### src/rtl/vga_text_renderer_if.sv
// Bundle of timing-generator, memory and DAC signals around the text renderer.
// Latency: none (wiring only).
// Backpressure: none; every signal is sampled or driven every pixel clock.
interface vga_text_renderer_if;
  // Timing generator side
  logic [9:0]  pixel_x;
  logic [9:0]  pixel_y;
  logic        video_on;
  logic        hsync;
  logic        vsync;
  // Character RAM and font ROM (1-cycle synchronous reads)
  logic [11:0] char_addr;
  logic [7:0]  char_data;
  logic [10:0] font_addr;
  logic [7:0]  font_data;
  // Cursor control
  logic        cursor_en;
  logic [6:0]  cursor_col;
  logic [4:0]  cursor_row;
  // DAC / pins
  logic [3:0]  vga_r;
  logic [3:0]  vga_g;
  logic [3:0]  vga_b;
  logic        vga_hs;
  logic        vga_vs;

  // Environment: timing generator, memories, cursor registers, display sink
  modport master (
    output pixel_x, pixel_y, video_on, hsync, vsync,
    output char_data, font_data,
    output cursor_en, cursor_col, cursor_row,
    input  char_addr, font_addr,
    input  vga_r, vga_g, vga_b, vga_hs, vga_vs
  );

  // Renderer
  modport slave (
    input  pixel_x, pixel_y, video_on, hsync, vsync,
    input  char_data, font_data,
    input  cursor_en, cursor_col, cursor_row,
    output char_addr, font_addr,
    output vga_r, vga_g, vga_b, vga_hs, vga_vs
  );
endinterface

### src/rtl/vga_text_renderer.sv
// 80x30 text-mode pixel pipeline: char RAM -> font ROM -> RGB with inverse and blinking cursor.
// Latency: 3 pixel clocks from timing inputs to vga_* (RGB and syncs aligned).
// Backpressure: none; one pixel accepted every clock, memories assumed 1-cycle, never stall.
module vga_text_renderer #(
  parameter logic [11:0] FG_COLOR  = 12'hFFF,
  parameter logic [11:0] BG_COLOR  = 12'h000,
  parameter int          BLINK_BIT = 4
) (
  input  logic                 clk_pixel,
  input  logic                 rst,
  vga_text_renderer_if.slave   vif
);

  // Stage 0 decode
  logic [6:0]  cell_col;
  logic [4:0]  cell_row;
  logic        in_area;
  logic [11:0] cell_addr;
  logic        cursor_hit_d;

  // Stage 1 registers (P1)
  logic [2:0]  p1_gcol_q;
  logic [3:0]  p1_grow_q;
  logic        p1_von_q;
  logic        p1_hs_q;
  logic        p1_vs_q;
  logic        p1_cur_q;

  // Stage 2 registers (P2)
  logic [2:0]  p2_gcol_q;
  logic        p2_von_q;
  logic        p2_hs_q;
  logic        p2_vs_q;
  logic        p2_cur_q;
  logic        p2_inv_q;

  // Output registers
  logic [11:0] rgb_q, rgb_d;
  logic        hs_q;
  logic        vs_q;

  // Blink state
  logic        vs_edge_q;
  logic [4:0]  frame_cnt_q, frame_cnt_d;
  logic        cursor_visible;
  logic        glyph_bit;
  logic        pixel_on;

  // Stage 0: cell coordinates, RAM address (row*80 via shifts), cursor match
  always_comb begin
    cell_col     = vif.pixel_x[9:3];
    cell_row     = vif.pixel_y[8:4];
    in_area      = (vif.pixel_x < 10'd640) && (vif.pixel_y < 10'd480);
    cell_addr    = {1'b0, cell_row, 6'b0} + {3'b0, cell_row, 4'b0} + {5'b0, cell_col};
    cursor_hit_d = vif.cursor_en && (cell_col == vif.cursor_col) &&
                   (cell_row == vif.cursor_row) && (vif.pixel_y[3:0] >= 4'd14);
  end

  // Blanking forces address 0 so the RAM never sees out-of-range addresses
  assign vif.char_addr = in_area ? cell_addr : 12'd0;

  // Stage 1: char_data has arrived; glyph row selects the font line
  assign vif.font_addr = {vif.char_data[6:0], p1_grow_q};

  // P1: capture pixel position within glyph, video flag, syncs and cursor match
  always_ff @(posedge clk_pixel) begin
    if (rst) begin
      p1_gcol_q <= 3'd0;
      p1_grow_q <= 4'd0;
      p1_von_q  <= 1'b0;
      p1_hs_q   <= 1'b1;
      p1_vs_q   <= 1'b1;
      p1_cur_q  <= 1'b0;
    end else begin
      p1_gcol_q <= vif.pixel_x[2:0];
      p1_grow_q <= vif.pixel_y[3:0];
      p1_von_q  <= vif.video_on;
      p1_hs_q   <= vif.hsync;
      p1_vs_q   <= vif.vsync;
      p1_cur_q  <= cursor_hit_d;
    end
  end

  // P2: carry P1 forward and latch the inverse attribute from char_data
  always_ff @(posedge clk_pixel) begin
    if (rst) begin
      p2_gcol_q <= 3'd0;
      p2_von_q  <= 1'b0;
      p2_hs_q   <= 1'b1;
      p2_vs_q   <= 1'b1;
      p2_cur_q  <= 1'b0;
      p2_inv_q  <= 1'b0;
    end else begin
      p2_gcol_q <= p1_gcol_q;
      p2_von_q  <= p1_von_q;
      p2_hs_q   <= p1_hs_q;
      p2_vs_q   <= p1_vs_q;
      p2_cur_q  <= p1_cur_q;
      p2_inv_q  <= vif.char_data[7];
    end
  end

  // Stage 2: pick glyph bit (MSB leftmost), apply inverse, cursor and blanking
  always_comb begin
    cursor_visible = ~frame_cnt_q[BLINK_BIT];
    glyph_bit      = vif.font_data[3'd7 - p2_gcol_q];
    pixel_on       = (glyph_bit ^ p2_inv_q) | (p2_cur_q & cursor_visible);
    rgb_d          = BG_COLOR;
    if (pixel_on) begin
      rgb_d = FG_COLOR;
    end
    if (!p2_von_q) begin
      rgb_d = 12'h000;
    end
  end

  // Output register: colour and syncs leave together
  always_ff @(posedge clk_pixel) begin
    if (rst) begin
      rgb_q <= 12'h000;
      hs_q  <= 1'b1;
      vs_q  <= 1'b1;
    end else begin
      rgb_q <= rgb_d;
      hs_q  <= p2_hs_q;
      vs_q  <= p2_vs_q;
    end
  end

  assign vif.vga_r  = rgb_q[11:8];
  assign vif.vga_g  = rgb_q[7:4];
  assign vif.vga_b  = rgb_q[3:0];
  assign vif.vga_hs = hs_q;
  assign vif.vga_vs = vs_q;

  // Frame counter advances on each vsync falling edge (wraps naturally at 5 bits)
  always_comb begin
    frame_cnt_d = frame_cnt_q;
    if (vs_edge_q && !vif.vsync) begin
      frame_cnt_d = frame_cnt_q + 5'd1;
    end
  end

  // Blink state; an edge seen while in reset is discarded
  always_ff @(posedge clk_pixel) begin
    if (rst) begin
      vs_edge_q   <= 1'b1;
      frame_cnt_q <= 5'd0;
    end else begin
      vs_edge_q   <= vif.vsync;
      frame_cnt_q <= frame_cnt_d;
    end
  end

endmodule

### src/flat_wrapper.sv
// flat-port wrapper written by rule: the top's interface ports become plain ports
module vga_text_renderer_flat 
#(
  parameter logic [11:0] FG_COLOR  = 12'hFFF,
  parameter logic [11:0] BG_COLOR  = 12'h000,
  parameter int          BLINK_BIT = 4
)
  (clk_pixel, rst, vif_pixel_x, vif_pixel_y, vif_video_on, vif_hsync, vif_vsync, vif_char_data, vif_font_data, vif_cursor_en, vif_cursor_col, vif_cursor_row, vif_char_addr, vif_font_addr, vif_vga_r, vif_vga_g, vif_vga_b, vif_vga_hs, vif_vga_vs);
  vga_text_renderer_if vif_i ();
  input  logic clk_pixel;
  input  logic rst;
  input wire logic [$bits(vif_i.pixel_x)-1:0] vif_pixel_x;
  input wire logic [$bits(vif_i.pixel_y)-1:0] vif_pixel_y;
  input wire logic [$bits(vif_i.video_on)-1:0] vif_video_on;
  input wire logic [$bits(vif_i.hsync)-1:0] vif_hsync;
  input wire logic [$bits(vif_i.vsync)-1:0] vif_vsync;
  input wire logic [$bits(vif_i.char_data)-1:0] vif_char_data;
  input wire logic [$bits(vif_i.font_data)-1:0] vif_font_data;
  input wire logic [$bits(vif_i.cursor_en)-1:0] vif_cursor_en;
  input wire logic [$bits(vif_i.cursor_col)-1:0] vif_cursor_col;
  input wire logic [$bits(vif_i.cursor_row)-1:0] vif_cursor_row;
  output wire logic [$bits(vif_i.char_addr)-1:0] vif_char_addr;
  output wire logic [$bits(vif_i.font_addr)-1:0] vif_font_addr;
  output wire logic [$bits(vif_i.vga_r)-1:0] vif_vga_r;
  output wire logic [$bits(vif_i.vga_g)-1:0] vif_vga_g;
  output wire logic [$bits(vif_i.vga_b)-1:0] vif_vga_b;
  output wire logic [$bits(vif_i.vga_hs)-1:0] vif_vga_hs;
  output wire logic [$bits(vif_i.vga_vs)-1:0] vif_vga_vs;
  assign vif_i.pixel_x = vif_pixel_x;
  assign vif_i.pixel_y = vif_pixel_y;
  assign vif_i.video_on = vif_video_on;
  assign vif_i.hsync = vif_hsync;
  assign vif_i.vsync = vif_vsync;
  assign vif_i.char_data = vif_char_data;
  assign vif_i.font_data = vif_font_data;
  assign vif_i.cursor_en = vif_cursor_en;
  assign vif_i.cursor_col = vif_cursor_col;
  assign vif_i.cursor_row = vif_cursor_row;
  assign vif_char_addr = vif_i.char_addr;
  assign vif_font_addr = vif_i.font_addr;
  assign vif_vga_r = vif_i.vga_r;
  assign vif_vga_g = vif_i.vga_g;
  assign vif_vga_b = vif_i.vga_b;
  assign vif_vga_hs = vif_i.vga_hs;
  assign vif_vga_vs = vif_i.vga_vs;
  vga_text_renderer #(.FG_COLOR(FG_COLOR), .BG_COLOR(BG_COLOR), .BLINK_BIT(BLINK_BIT)) u_core (.clk_pixel(clk_pixel), .rst(rst), .vif(vif_i));
endmodule
### config.mk
export PLATFORM = sky130hd
export DESIGN_NAME = vga_text_renderer_flat
export DESIGN_NICKNAME = d
export VERILOG_FILES = /design/src/rtl/vga_text_renderer_if.sv /design/src/rtl/vga_text_renderer.sv /design/src/flat_wrapper.sv
export SDC_FILE = /design/constraint.sdc
export NUM_CORES = 1
export LEC_CHECK = 0
export ABC_AREA = 1
export CAP_MARGIN = 40
export CORE_ASPECT_RATIO = 0.6
export CORE_MARGIN = 2
export CORE_UTILIZATION = 35
export DETAILED_ROUTE_END_ITERATION = 7
export PLACE_DENSITY = 0.69
export SYNTH_ARGS = -nofsm -noshare
export SYNTH_HDL_FRONTEND = slang
export SYNTH_SLANG_ARGS = --single-unit
### constraint.sdc
create_clock -name clk_pixel -period 2.94 [get_ports clk_pixel]
set_input_delay 0.441 -clock clk_pixel [delete_from_list [all_inputs] [get_ports clk_pixel]]
set_output_delay 0.441 -clock clk_pixel [all_outputs]
set_load 0.005 [all_outputs]
* Yosys cells after proc, flatten, opt, wreduce, memory -nomap -nowiden
Index checks and enable logic that the tools add are counted.
Word-level totals: bits in registers 38, output and inout bits 37
Operators by class: $add $sub $neg 4, magnitude comparators 4, equal/unequal tests 2, multiplexer cells 4, reductions and logical operators 7, bitwise operators 5
Operators by type and width (count):
- $mux 12 | 2
- $add 11x9->12 | 1
- $add 12x7->12 | 1
- $lt 10x10->1 const B | 1
- $lt 10x9->1 const B | 1
- $eq 7x7->1 | 1
- $add 5x1->5 const B | 1
- $eq 5x5->1 | 1
- $logic_and 1x1->1 | 5
- $ge 4x4->1 const B | 1
- $lt 3x4->1 const B | 1
- $bmux 1 s3 | 1
- $sub 3x3->3 const A | 1
- $not 1->1 | 2
- $reduce_or 2->1 | 1
- $and 1x1->1 | 1
- $logic_not 1->1 | 1
- $mux 1 | 1
- $or 1x1->1 | 1
- $xor 1x1->1 | 1

* Longest topological paths before layout
depth in word-level cells 6, mapped depth 10

* Least setup slack after synthesis
Ideal clock, no wire load.
path type input-to-output, start input port vif_pixel_y[4], end output port vif_char_addr[9], setup slack 566 ps, data required time 2499 ps, arrival time 1933 ps, stages on the path 8, cell sequence inv_1 -> fa_1 -> fa_1 -> nor2_2 -> o21ai_1 -> nand2_1 -> o21ai_1 -> a21oi_1
On the way: cells in the longest elaborated chain, start to end 3
Ends and longest elaborated chain:
- start, declared | RTL line flat_wrapper.sv:13 | input wire logic [$bits(vif_i.pixel_y)-1:0] vif_pixel_y;
- $add 11x9->12 / $lt 10x9->1 (equally long branches) | RTL line vga_text_renderer.sv:54, vga_text_renderer.sv:53
- $add 12x7->12 / $logic_and 1x1->1 (equally long branches) | RTL line vga_text_renderer.sv:54, vga_text_renderer.sv:53
- $mux 12 * | RTL line vga_text_renderer.sv:60 | assign vif.char_addr = in_area ? cell_addr : 12'd0;
- end, declared | RTL line flat_wrapper.sv:22 | output wire logic [$bits(vif_i.char_addr)-1:0] vif_char_addr;
Mark *: on every way between the ends. The rest lies on a longest branch, timed or not.

* Worst setup path after layout
start input port vif_pixel_y[6], end output port vif_char_addr[7]
The elaborated chain is that of the path after synthesis.

==> results.py <==
metrics = {
    "synthesis": {
        "yosysMostFrequentCell": "inv_1",
        "synth_top_cell_by_area": "dfxtp_1",
        "syn-cell-area_um2": 1684,
        "async_reset_ff_share_pct": 0,
        "synth_edf_count": 0,
        "yosysSeqAreaShare_pct": 32.10,
        "syn_inst": 233,
        "yosysWarnings": 0,
        "synth_fp_nets": 299,
        "ys_top_cells_by_count": "inv_1, nor2_1, nand2_1",
        "yosys_register_bits": 27,
        "synth-main-ff-cell": "dfxtp_1",
        "syn_area_per_cell_um2": 7.228,
        "yosys-top-cells-area": "dfxtp_1, inv_1, buf_4",
        "synth_cell_types": 31,
        "synth_top_area_share_pct": 32.10,
    },
    "worst_setup_path": {
        "arrival_ns": 2.44,
        "cp_common_cell": "nand2_1",
        "startpoint": "vif_pixel_y[6]",
        "ff2ff_setup_slack_ns": 1.89,
        "path_class": "in2out",
        "critPathMaxStageDelay_ns": 0.50,
        "path_max_fanout": 2,
        "reg2reg_from": "u_core.p2_gcol_q[0]",
        "critPathSlowestCell": "clkdlybuf4s50_1",
        "cp_top_family": "buffers and inverters",
        "crit_path_end_kind": "output port",
        "cp-start-kind": "input port",
        "path_cells": "dlygate4sd2_1 > inv_2 > fa_1 > buf_4 > fa_2 > nand2_1 > nand2_1 > nor2_1 > clkdlybuf4s50_1",
        "worstPathRequired_ns": 2.50,
        "cp_num_buf_inv": 4,
    },
    "cells_and_area": {
        "layoutNonFillerInstCount": 374,
        "nets": 378,
        "stdcell_area_um2": 2609,
        "layout-drive-gt1-share_pct": 18.97,
        "area_growth_pct": 54.90,
        "antenna_cells": 0,
    },
    "floorplanning": {
        "die_y_um": 57.73,
        "coreArea_um2": 4612,
        "die_w_um": 93.55,
        "dieArea_um2": 5401,
        "io_pins": 91,
        "start_util_pct": 36.52,
        "rows": 19,
    },
    "power_and_ir_drop": {
        "p_leak_nw": 1.213,
        "ir_worst_vdd_mv": 0.1469,
        "power_switching_uw": 238.2,
        "pwr_density_cell_nw_per_um2": 336.0,
        "clkPwrFrac_pct": 23.8,
        "combinationalPowerShare_pct": 32.0,
        "p_seq_share_pct": 44.2,
        "p_sw_share_pct": 27.17,
        "internal_power_uw": 638.4,
    },
    "drt": {
        "wl_per_cell_um": 10.54,
        "route.antenna.remaining_nets": 0,
        "wl_met2_um": 1538,
        "dr_wl_met3_um": 262,
        "top_layer_used": "met4",
        "wl_met1_um": 2130,
        "viasPerCell": 4.211,
        "vias": 1575,
        "wirelength_um": 3942,
        "drc_errors": 0,
        "dr.pass1.iters": 4,
        "drt_iter0_drc": 39,
    },
    "timing": {
        "fin_skew_ns": 0.008337,
        "period_needed_ns": 2.885,
        "clock.fmax_mhz": 346.6,
        "finalCritPeriodShare_pct": 98.13,
        "tightestPinTransition_ns": 0.3060,
        "drv_slew": 0,
        "tns_ns": 0,
        "setup_viol_count_final": 0,
        "hold_violations": 0,
        "relSlewSlack_pct": 79.57,
        "whs_ns": 0.3949,
        "setup_ws_ns": 0.05484,
    },
    "global_route": {
        "grt_pass1_wl_um": 6092,
        "grt_antenna_before_repair": 0,
        "grt_pass1_vias": 1340,
        "gr-usage-all-layers_pct": 14.13,
        "grt_max_degree": 17,
        "overflow": 0,
    },
    "placed_design": {
        "port_buffers": 76,
        "place_ws_ns": -0.5028,
        "hpwl_um": 3245,
        "dp_cells": 367,
        "placed_area_um2": 2492,
        "place.gp.congestion": 0.8117,
    },
    "clocking": {
        "cts_buffers": 3,
        "clockRootBuffer": "clkbuf_8",
        "cts_hold_buf": 0,
        "cts.path.max_buffers": 2,
        "path_clk_slew_ns": 0.09,
        "cts_sinks": 27,
        "cts_max_level": 1,
        "cts_tree": "done",
        "insertion_delay_ns": 0.27,
    },
    "hold_path": {
        "hold_path_class": "reg2reg",
        "worstHoldStart": "u_core.p1_cur_q",
    },
    "outcome": {
        "outcome": "finished clean",
    },
    "run": {
        "cap_violations": 0,
    },
}
registers in the layout, summed over array words and instances, names as in the netlist:
name                count
u_core.p1_grow_q        4
u_core.rgb_q            1
u_core.vif.vga_hs       1
u_core.p2_vs_q          1
u_core.p1_cur_q         1
u_core.p2_inv_q         1
u_core.p1_vs_q          1
u_core.p1_gcol_q        3
u_core.p2_von_q         1
u_core.p2_gcol_q        3
u_core.frame_cnt_q      5
u_core.p2_cur_q         1
u_core.vif.vga_vs       1
u_core.p1_von_q         1
u_core.p2_hs_q          1
u_core.p1_hs_q          1
power groups by stage:
stage / registers (mW) / logic, mW / clock network (mW)
after global placement: 0.395 / 0.260 / 0
after global routing: 0.390 / 0.308 / 0.234
after floorplan: 0.395 / 0.128 / 0
after detailed placement: 0.396 / 0.262 / 0
final: 0.387 / 0.280 / 0.209
after CTS: 0.388 / 0.272 / 0.218
routing by layer:
layer / global-route usage (%) / vias to the layer above
met5: 0 / -
li1: - / 842
met1: 21.69 / 676
met4: 2.484 / 0
met3: 3.121 / 3
met2: 20.55 / 54
worst paths after layout:
check	endpoint	depth (start not counted)
min	u_core.p2_cur_q	2
min reg2reg	u_core.p2_cur_q	2
max reg2reg	u_core.rgb_q[10]	9
max	vif_char_addr[7]	9
worst register-to-register path, delay by kind of cell, from the launching register on:
family	cells	cell delay (ns)
buffers and inverters	2	0.10
flip-flops	1	0.41
AND/OR/NAND/NOR	7	0.46
placed cells by master (no fill, tap or decap), types with 2 or more instances in the layout:
cell type and n:
nand2_1 29, nand4_1 2, nor3_1 3, inv_1 47, nand3_1 8, nor2_2 4, or2_2 5, xnor2_1 2
o21ai_1 5, o21ai_2 2, xor2_1 3, buf_4 18, ha_4 4, dfxtp_1 27, inv_2 8, nand3_2 4
ha_1 6, a21oi_1 8, clkbuf_8 3, o21ai_0 3, a211oi_1 2, dlygate4sd2_1 7, nor2_1 30, nor3_2 2
clkdlybuf4s50_1 67
cell type report:
cell class | count | area [µm²]
fill | 416 | 2003
clock inverter | 1 | 7.507
clock buffer | 3 | 41.29
inverter | 56 | 211.5
multi-input combinational | 130 | 844.6
timing repair buffer | 94 | 884.6
tap | 63 | 78.83
sequential | 27 | 540.5
through the flow:
stage / total power [mW] / utilization (%)
4_1_cts: 0.8778 / 55.62
3_3_place_gp: 0.6557 / 54.04
3_5_place_dp: 0.6579 / 54.04
5_1_grt: 0.9320 / 56.57
6_report: 0.8766 / 56.57
2_1_floorplan: 0.5231 / -
cells by family (layout without fill, tap and decap cells):
group / Yosys count / after routing / share of synthesized area (%)
AND/OR/NAND/NOR: 90 / 90 / 26.52
buffers and inverters: 76 / 154 / 21.10
flip-flops: 27 / 27 / 32.10
AO/OA/AOI/OAI: 23 / 23 / 7.875
adder cells (fa/ha/maj): 12 / 12 / 9.807
XOR/XNOR: 5 / 5 / 2.601
repair_timing:
action	CTS	global route
setup endpoints to repair	6	5
setup buffers	3	0
gates resized for setup	15	7
pin swaps	5	7
Power figures use the tool's default switching activity.
